[config.mk]
export PLATFORM = sky130hd
export DESIGN_NAME = serial_transmitter_flat
export DESIGN_NICKNAME = d
export VERILOG_FILES = /design/src/rtl/serial_transmitter_if.sv /design/src/rtl/serial_transmitter.sv /design/src/flat_wrapper.sv
export SDC_FILE = /design/constraint.sdc
export NUM_CORES = 1
export LEC_CHECK = 0
export BUFFER_PORTS_ARGS = -buffer_cell sky130_fd_sc_hd__buf_2
export CAP_MARGIN = 20
export CORE_ASPECT_RATIO = 2
export CORE_MARGIN = 1
export CORE_UTILIZATION = 50
export DETAILED_ROUTE_END_ITERATION = 10
export PLACE_DENSITY_LB_ADDON = 0.15
export SYNTH_ARGS = -nofsm -noshare
export SYNTH_HDL_FRONTEND = slang
export SYNTH_SLANG_ARGS = --single-unit
[constraint.sdc]
create_clock -name clk -period 2.85 [get_ports clk]
set_input_delay 0.1425 -clock clk [delete_from_list [all_inputs] [get_ports clk]]
set_output_delay 0.1425 -clock clk [all_outputs]
set_load 0.005 [all_outputs]
[src/rtl/serial_transmitter_if.sv]
`default_nettype none
// ============================================================================
// Module      : serial_transmitter_if
// Description : Byte-queue and serial-line bundle for the 8N1 transmitter.
//               The master side is the control logic that queues bytes.
//               The slave side is the transmitter itself.
// Revision    : 1.0  initial release
// ============================================================================
interface serial_transmitter_if;
  logic [7:0] txData;
  logic       txWrite;
  logic       txFull;
  logic       txEmpty;
  logic       txBusy;
  logic       txDone;
  logic       txOverflow;
  logic       serialOutput;

  modport master (
    output txData, txWrite,
    input  txFull, txEmpty, txBusy, txDone, txOverflow, serialOutput
  );

  modport slave (
    input  txData, txWrite,
    output txFull, txEmpty, txBusy, txDone, txOverflow, serialOutput
  );
endinterface
`default_nettype wire

[src/rtl/serial_transmitter.sv]
`default_nettype none
// ============================================================================
// Module      : serial_transmitter
// Description : UART-style 8N1 transmitter with a small byte FIFO. Frames
//               are sent back to back while bytes remain queued.
// Revision    : 1.0  initial release
// ============================================================================
module serial_transmitter #(
  parameter int CLKS_PER_BIT = 5208,
  parameter int FIFO_DEPTH   = 4
) (
  input  logic                 clk,
  input  logic                 rst,
  serial_transmitter_if.slave  tx_if
);

  localparam int              c_cw        = (CLKS_PER_BIT > 1) ? $clog2(CLKS_PER_BIT) : 1;
  localparam int              c_aw        = $clog2(FIFO_DEPTH);
  localparam logic [c_cw-1:0] c_baud_last = c_cw'(CLKS_PER_BIT - 1);
  localparam logic [c_aw:0]   c_full_cnt  = (c_aw + 1)'(FIFO_DEPTH);

  typedef enum logic [1:0] {
    ST_IDLE  = 2'd0,
    ST_START = 2'd1,
    ST_DATA  = 2'd2,
    ST_STOP  = 2'd3
  } state_t;

  state_t          state_q, state_d;
  logic [c_cw-1:0] baud_q, baud_d;
  logic [2:0]      bit_idx_q, bit_idx_d;
  logic [7:0]      shift_q, shift_d;
  logic            line_q, line_d;
  logic            ovf_q, ovf_d;

  logic [7:0]      mem_q [FIFO_DEPTH];
  logic [7:0]      mem_d [FIFO_DEPTH];
  logic [c_aw-1:0] wr_ptr_q, wr_ptr_d;
  logic [c_aw-1:0] rd_ptr_q, rd_ptr_d;
  logic [c_aw:0]   count_q, count_d;

  logic w_full;
  logic w_empty;
  logic w_push;
  logic w_pop;
  logic w_baud_last;

  // Flags come straight from the count register so they are glitch-free.
  assign w_full      = (count_q == c_full_cnt);
  assign w_empty     = (count_q == '0);
  assign w_push      = tx_if.txWrite && !w_full;
  assign w_baud_last = (baud_q == c_baud_last);

  assign tx_if.txFull       = w_full;
  assign tx_if.txEmpty      = w_empty;
  assign tx_if.txBusy       = (state_q != ST_IDLE);
  assign tx_if.txDone       = (state_q == ST_STOP) && w_baud_last;
  assign tx_if.txOverflow   = ovf_q;
  assign tx_if.serialOutput = line_q;

  // Frame sequencer: next state, baud/bit counters and the next line level.
  always_comb begin
    state_d   = state_q;
    baud_d    = baud_q;
    bit_idx_d = bit_idx_q;
    shift_d   = shift_q;
    line_d    = line_q;
    w_pop     = 1'b0;
    case (state_q)
      ST_IDLE: begin
        line_d = 1'b1;
        if (!w_empty) begin
          w_pop   = 1'b1;
          shift_d = mem_q[rd_ptr_q];
          baud_d  = '0;
          line_d  = 1'b0;
          state_d = ST_START;
        end
      end
      ST_START: begin
        if (w_baud_last) begin
          baud_d    = '0;
          bit_idx_d = '0;
          line_d    = shift_q[0];
          state_d   = ST_DATA;
        end else begin
          baud_d = baud_q + 1'b1;
        end
      end
      ST_DATA: begin
        if (w_baud_last) begin
          baud_d = '0;
          if (bit_idx_q == 3'd7) begin
            line_d  = 1'b1;
            state_d = ST_STOP;
          end else begin
            bit_idx_d = bit_idx_q + 3'd1;
            line_d    = shift_q[bit_idx_q + 3'd1];
          end
        end else begin
          baud_d = baud_q + 1'b1;
        end
      end
      ST_STOP: begin
        if (w_baud_last) begin
          baud_d = '0;
          // Chain straight into the next start bit when more bytes wait.
          if (!w_empty) begin
            w_pop   = 1'b1;
            shift_d = mem_q[rd_ptr_q];
            line_d  = 1'b0;
            state_d = ST_START;
          end else begin
            line_d  = 1'b1;
            state_d = ST_IDLE;
          end
        end else begin
          baud_d = baud_q + 1'b1;
        end
      end
      default: begin
        line_d  = 1'b1;
        state_d = ST_IDLE;
      end
    endcase
  end

  // Byte queue: full is judged before any same-cycle pop, so a write while full is lost.
  always_comb begin
    mem_d    = mem_q;
    wr_ptr_d = wr_ptr_q;
    rd_ptr_d = rd_ptr_q;
    count_d  = count_q;
    ovf_d    = tx_if.txWrite && w_full;
    if (w_push) begin
      mem_d[wr_ptr_q] = tx_if.txData;
      wr_ptr_d        = wr_ptr_q + 1'b1;
    end
    if (w_pop) begin
      rd_ptr_d = rd_ptr_q + 1'b1;
    end
    case ({w_push, w_pop})
      2'b10:   count_d = count_q + 1'b1;
      2'b01:   count_d = count_q - 1'b1;
      default: count_d = count_q;
    endcase
  end

  // State registers; reset aborts any frame and drops queued bytes.
  always_ff @(posedge clk or posedge rst) begin
    if (rst) begin
      state_q   <= ST_IDLE;
      baud_q    <= '0;
      bit_idx_q <= '0;
      shift_q   <= '0;
      line_q    <= 1'b1;
      ovf_q     <= 1'b0;
      wr_ptr_q  <= '0;
      rd_ptr_q  <= '0;
      count_q   <= '0;
      for (int i = 0; i < FIFO_DEPTH; i++) begin
        mem_q[i] <= '0;
      end
    end else begin
      state_q   <= state_d;
      baud_q    <= baud_d;
      bit_idx_q <= bit_idx_d;
      shift_q   <= shift_d;
      line_q    <= line_d;
      ovf_q     <= ovf_d;
      wr_ptr_q  <= wr_ptr_d;
      rd_ptr_q  <= rd_ptr_d;
      count_q   <= count_d;
      mem_q     <= mem_d;
    end
  end

endmodule
`default_nettype wire

[src/flat_wrapper.sv]
// flat-port wrapper written by rule: the top's interface ports become plain ports
module serial_transmitter_flat 
#(
  parameter int CLKS_PER_BIT = 5208,
  parameter int FIFO_DEPTH   = 4
)
  (clk, rst, tx_if_txData, tx_if_txWrite, tx_if_txFull, tx_if_txEmpty, tx_if_txBusy, tx_if_txDone, tx_if_txOverflow, tx_if_serialOutput);
  serial_transmitter_if tx_if_i ();
  input  logic clk;
  input  logic rst;
  input wire logic [$bits(tx_if_i.txData)-1:0] tx_if_txData;
  input wire logic [$bits(tx_if_i.txWrite)-1:0] tx_if_txWrite;
  output wire logic [$bits(tx_if_i.txFull)-1:0] tx_if_txFull;
  output wire logic [$bits(tx_if_i.txEmpty)-1:0] tx_if_txEmpty;
  output wire logic [$bits(tx_if_i.txBusy)-1:0] tx_if_txBusy;
  output wire logic [$bits(tx_if_i.txDone)-1:0] tx_if_txDone;
  output wire logic [$bits(tx_if_i.txOverflow)-1:0] tx_if_txOverflow;
  output wire logic [$bits(tx_if_i.serialOutput)-1:0] tx_if_serialOutput;
  assign tx_if_i.txData = tx_if_txData;
  assign tx_if_i.txWrite = tx_if_txWrite;
  assign tx_if_txFull = tx_if_i.txFull;
  assign tx_if_txEmpty = tx_if_i.txEmpty;
  assign tx_if_txBusy = tx_if_i.txBusy;
  assign tx_if_txDone = tx_if_i.txDone;
  assign tx_if_txOverflow = tx_if_i.txOverflow;
  assign tx_if_serialOutput = tx_if_i.serialOutput;
  serial_transmitter #(.CLKS_PER_BIT(CLKS_PER_BIT), .FIFO_DEPTH(FIFO_DEPTH)) u_core (.clk(clk), .rst(rst), .tx_if(tx_if_i));
endmodule
==> flow_summary_export.csv <==
group,metric,value,unit
clock_tree,htreeDepth,3,
clock_tree,cts-root-buf,"clkbuf_16",
route,num_vias,2135,
route,initialDrtViolationCount,72,
pwr,leakage,1.73,nW
synth,synth_nets,295,
sta,final_hold_viol_count,0,
clock_tree,numClockSinks,67,
min_path,hold_class,"in2reg",
synth,ys_types,45,
pwr,ir_drop,0.666,mV
placement,hpwl,4820,um
placement,dpl_worst_slack,412,ps
worst_setup_path,crit_path_start,"u_core.state_q[1]$_DFFE_PP0P_",
sta,setup_viol,0,
cells_and_area,fin_nets,316,
floorplan,rows,42,
global_routing,grt_pass1_vias,2333,
worst_setup_path,cp.required,3110,ps
sta,relSlewSlack,39.0,%
synth,avgSynthCellArea,12.7,um2
floorplan,start_util,51.8,%
cells_and_area,areaGrowthSynthToFinish,13.7,%
worst_setup_path,cp-start-kind,"flop",
sta,layout_setup_ws,398,ps
synth,ys_seq_area_share,48.9,%
clock_tree,cts_inserted_buffers,9,
global_routing,grt_util_all_layers,22.0,%
global_routing,grt_pass1_wl,11300,um
floorplan,die_w,60.6,um
flow_run,cap_violations,0,
clock_tree,clk_latency,330,ps
synth,post-synth-top-area-cell,"dfrtp_1",
synth,ys_warn_count,0,
global_routing,gr-total-overflow,0,
clock_tree,clock_path_buffers,2,
route,post_drt_via_cell_ratio,5.56,
min_path,holdCritStartpoint,"tx_if_txWrite",
floorplan,die_area,7220,um2
synth,netlist_instances,270,
route,wl_per_cell,17.2,um
floorplan,coreArea,6620,um2
placement,globalplace.congestion,0.825,
route,wl,6600,um
sta,fin_crit,2450,ps
synth,synth_top_cells_by_area,"dfrtp_1 48%, mux2_2 14%, mux4_2 5.9%, ha_1 4.7%, mux2i_1 3.2%",
sta,slew_violations,0,
clock_tree,postCtsSetupRepairBufs,0,
global_routing,grt_max_degree,29,
route,drc,0,
synth,syn_area,3430,um2
synth,ys_ff_latch,67,
synth,synth.top_cell.area_share,48.1,%
sta,post-route-period-util,86.1,%
cells_and_area,fin_util,59.0,%
pwr,power.density,1120,nW/um2
sta,worstMarginPinSlew,913,ps
route,ant_nets,0,
run_status,run_status,"finished, final reports clean",
floorplan,die_y,119,um
route,first_pass_iters,4,
worst_setup_path,reg2reg_from,"u_core.state_q[1]$_DFFE_PP0P_",
sta,setup-tns-final,0,ps
floorplan,ios,17,
worst_setup_path,crit_arrival,2710,ps
clock_tree,path_clk_slew,50,ps
cells_and_area,diodes,0,
placement,port_buffers,16,
worst_setup_path,critPathCaptureType,"flop",
global_routing,antenna_found_initial,0,
worst_setup_path,criticalPathCategory,"reg2reg",
sta,max_freq,408,MHz
sta,finClkSkew,3.96,ps
cells_and_area,drive_gt1_share,33.1,%
clock_tree,cts_tree,"yes",
worst_setup_path,critPathMaxFanout,5,
sta,rsz0062_at_grt,"false",
layout by cell type (no fill, tap or decap), drive strengths merged, types with 2 or more instances in the layout:
master	synthesis	layout
a21oi	11	11
a22o	5	5
a2bb2oi	2	2
a31oi	2	2
and2	4	4
and3	6	6
buf	6	20
clkbuf	5	11
clkinv	0	3
dfrtp	66	66
ha	13	13
inv	16	16
mux2	42	42
mux2i	11	11
mux4	9	9
nand2	14	14
nand3	7	7
nand4	6	6
nor2	5	5
nor2b	2	2
nor3	2	2
nor3b	2	2
nor4b	2	2
o21ai	11	11
or3	2	2
xnor2	3	3
xor2	4	4
state kept, by name (all words and copies together) (netlist names):
| register | flops |
|---|---|
| u_core.baud_q | 13 |
| u_core.bit_idx_q | 3 |
| u_core.count_q | 3 |
| u_core.mem_q | 32 |
| u_core.rd_ptr_q | 2 |
| u_core.shift_q | 8 |
| u_core.state_q | 2 |
| u_core.tx_if.serialOutput | 1 |
| u_core.tx_if.txOverflow | 1 |
| u_core.wr_ptr_q | 2 |
cell type report:
cell class	instances	area, um2
Fill cell	577	2720
Sequential cell	67	1680
Multi-Input combinational cell	176	1640
Clock buffer	11	243
Timing Repair Buffer	21	120
Tap cell	88	110
Inverter	16	60.1
Clock inverter	5	52.6
final timing paths:
| check | cells after the start | slack, ps | to |
|---|---|---|---|
| max | 10 | 400 | u_core.count_q[2]$_DFFE_PP0P_ |
| min in group asynchronous | 3 | 430 | u_core.mem_q[29]$_DFFE_PP0P_ |
| max in group asynchronous | 4 | 1670 | u_core.tx_if.serialOutput$_DFFE_PP1P_ |
| min | 2 | 40 | u_core.tx_if.txOverflow$_DFF_PP0_ |
| min reg2reg | 1 | 490 | u_core.tx_if.serialOutput$_DFFE_PP1P_ |
| max reg2reg | 10 | 400 | u_core.count_q[2]$_DFFE_PP0P_ |
report_power, final:
| part | internal (W) | switching, W |
|---|---|---|
| combinational | 0.000914 | 0.000687 |
| sequential | 0.00137 | 0.000299 |
| clock | 0.000696 | 0.000395 |
| total | 0.00298 | 0.00138 |
cell usage after synthesis, drive strengths merged:
| cell | count |
|---|---|
| and4bb | 1 |
| nor2 | 5 |
| nor2b | 2 |
| o221ai | 1 |
| and4b | 1 |
| dfrtp | 66 |
| dfstp | 1 |
| buf | 6 |
| ha | 13 |
| nor3b | 2 |
| and3 | 6 |
| xor2 | 4 |
| a21oi | 11 |
| a31oi | 2 |
| or2 | 1 |
| o2bb2ai | 1 |
| a41oi | 1 |
| mux2 | 42 |
| mux4 | 9 |
| a2bb2oi | 2 |
| nand4 | 6 |
| a22oi | 1 |
| nand2b | 1 |
| nand2 | 14 |
| and2 | 4 |
| nor3 | 2 |
| nor4b | 2 |
| fa | 1 |
| o21ai | 11 |
| a22o | 5 |
| mux2i | 11 |
| clkbuf | 5 |
| and4 | 1 |
| xnor2 | 3 |
| o21bai | 1 |
| inv | 16 |
| nand3 | 7 |
| or3 | 2 |
kinds of logic after synthesis:
| logic type | synth area share (%) |
|---|---|
| fa+ha+maj | 5.32 |
| flops | 48.9 |
| buf+inv | 3.32 |
| simple gates | 10.7 |
| mux | 22.9 |
| compound gates | 7.07 |
| xor+xnor | 1.79 |
per-layer routing:
layer	vias up	global-route usage [%]	routed length, um	share of wire, %
li1	1020	-	-	-
met1	1077	21.8	2370	36
met2	27	39.4	3890	59
met3	11	5.10	145	2.2
met4	0	12.1	199	3.0
met5	-	0	0	0
worst max-delay path, cell delays in order, from the launching register on:
cell and delay [ps]:
dfrtp_1 400, inv_1 100, ha_1 310, or2_2 340
nor2_1 190, ha_1 210, inv_1 60, fa_1 370
xor2_1 150, nor2_1 110, xor2_1 140
per-stage QoR:
step / instances / power [W] / cell area [um2] / hold slack [ps]
CTS: 384 / 0.00442 / 3900 / 36.8
floorplan: 270 / 0.00292 / 3430 / 271
global placement: 367 / 0.00324 / 3600 / 227
finish: 384 / 0.00436 / 3900 / 41.0
global route: 384 / 0.00465 / 3900 / 45.6
detailed placement: 367 / 0.00330 / 3600 / 228
what timing repair did:
action	4_1_cts	5_1_grt
hold buffers	1	0
resized for setup	0	0
hold endpoints to repair	26	0
No activity file was read; power rests on OpenSTA's default activity.
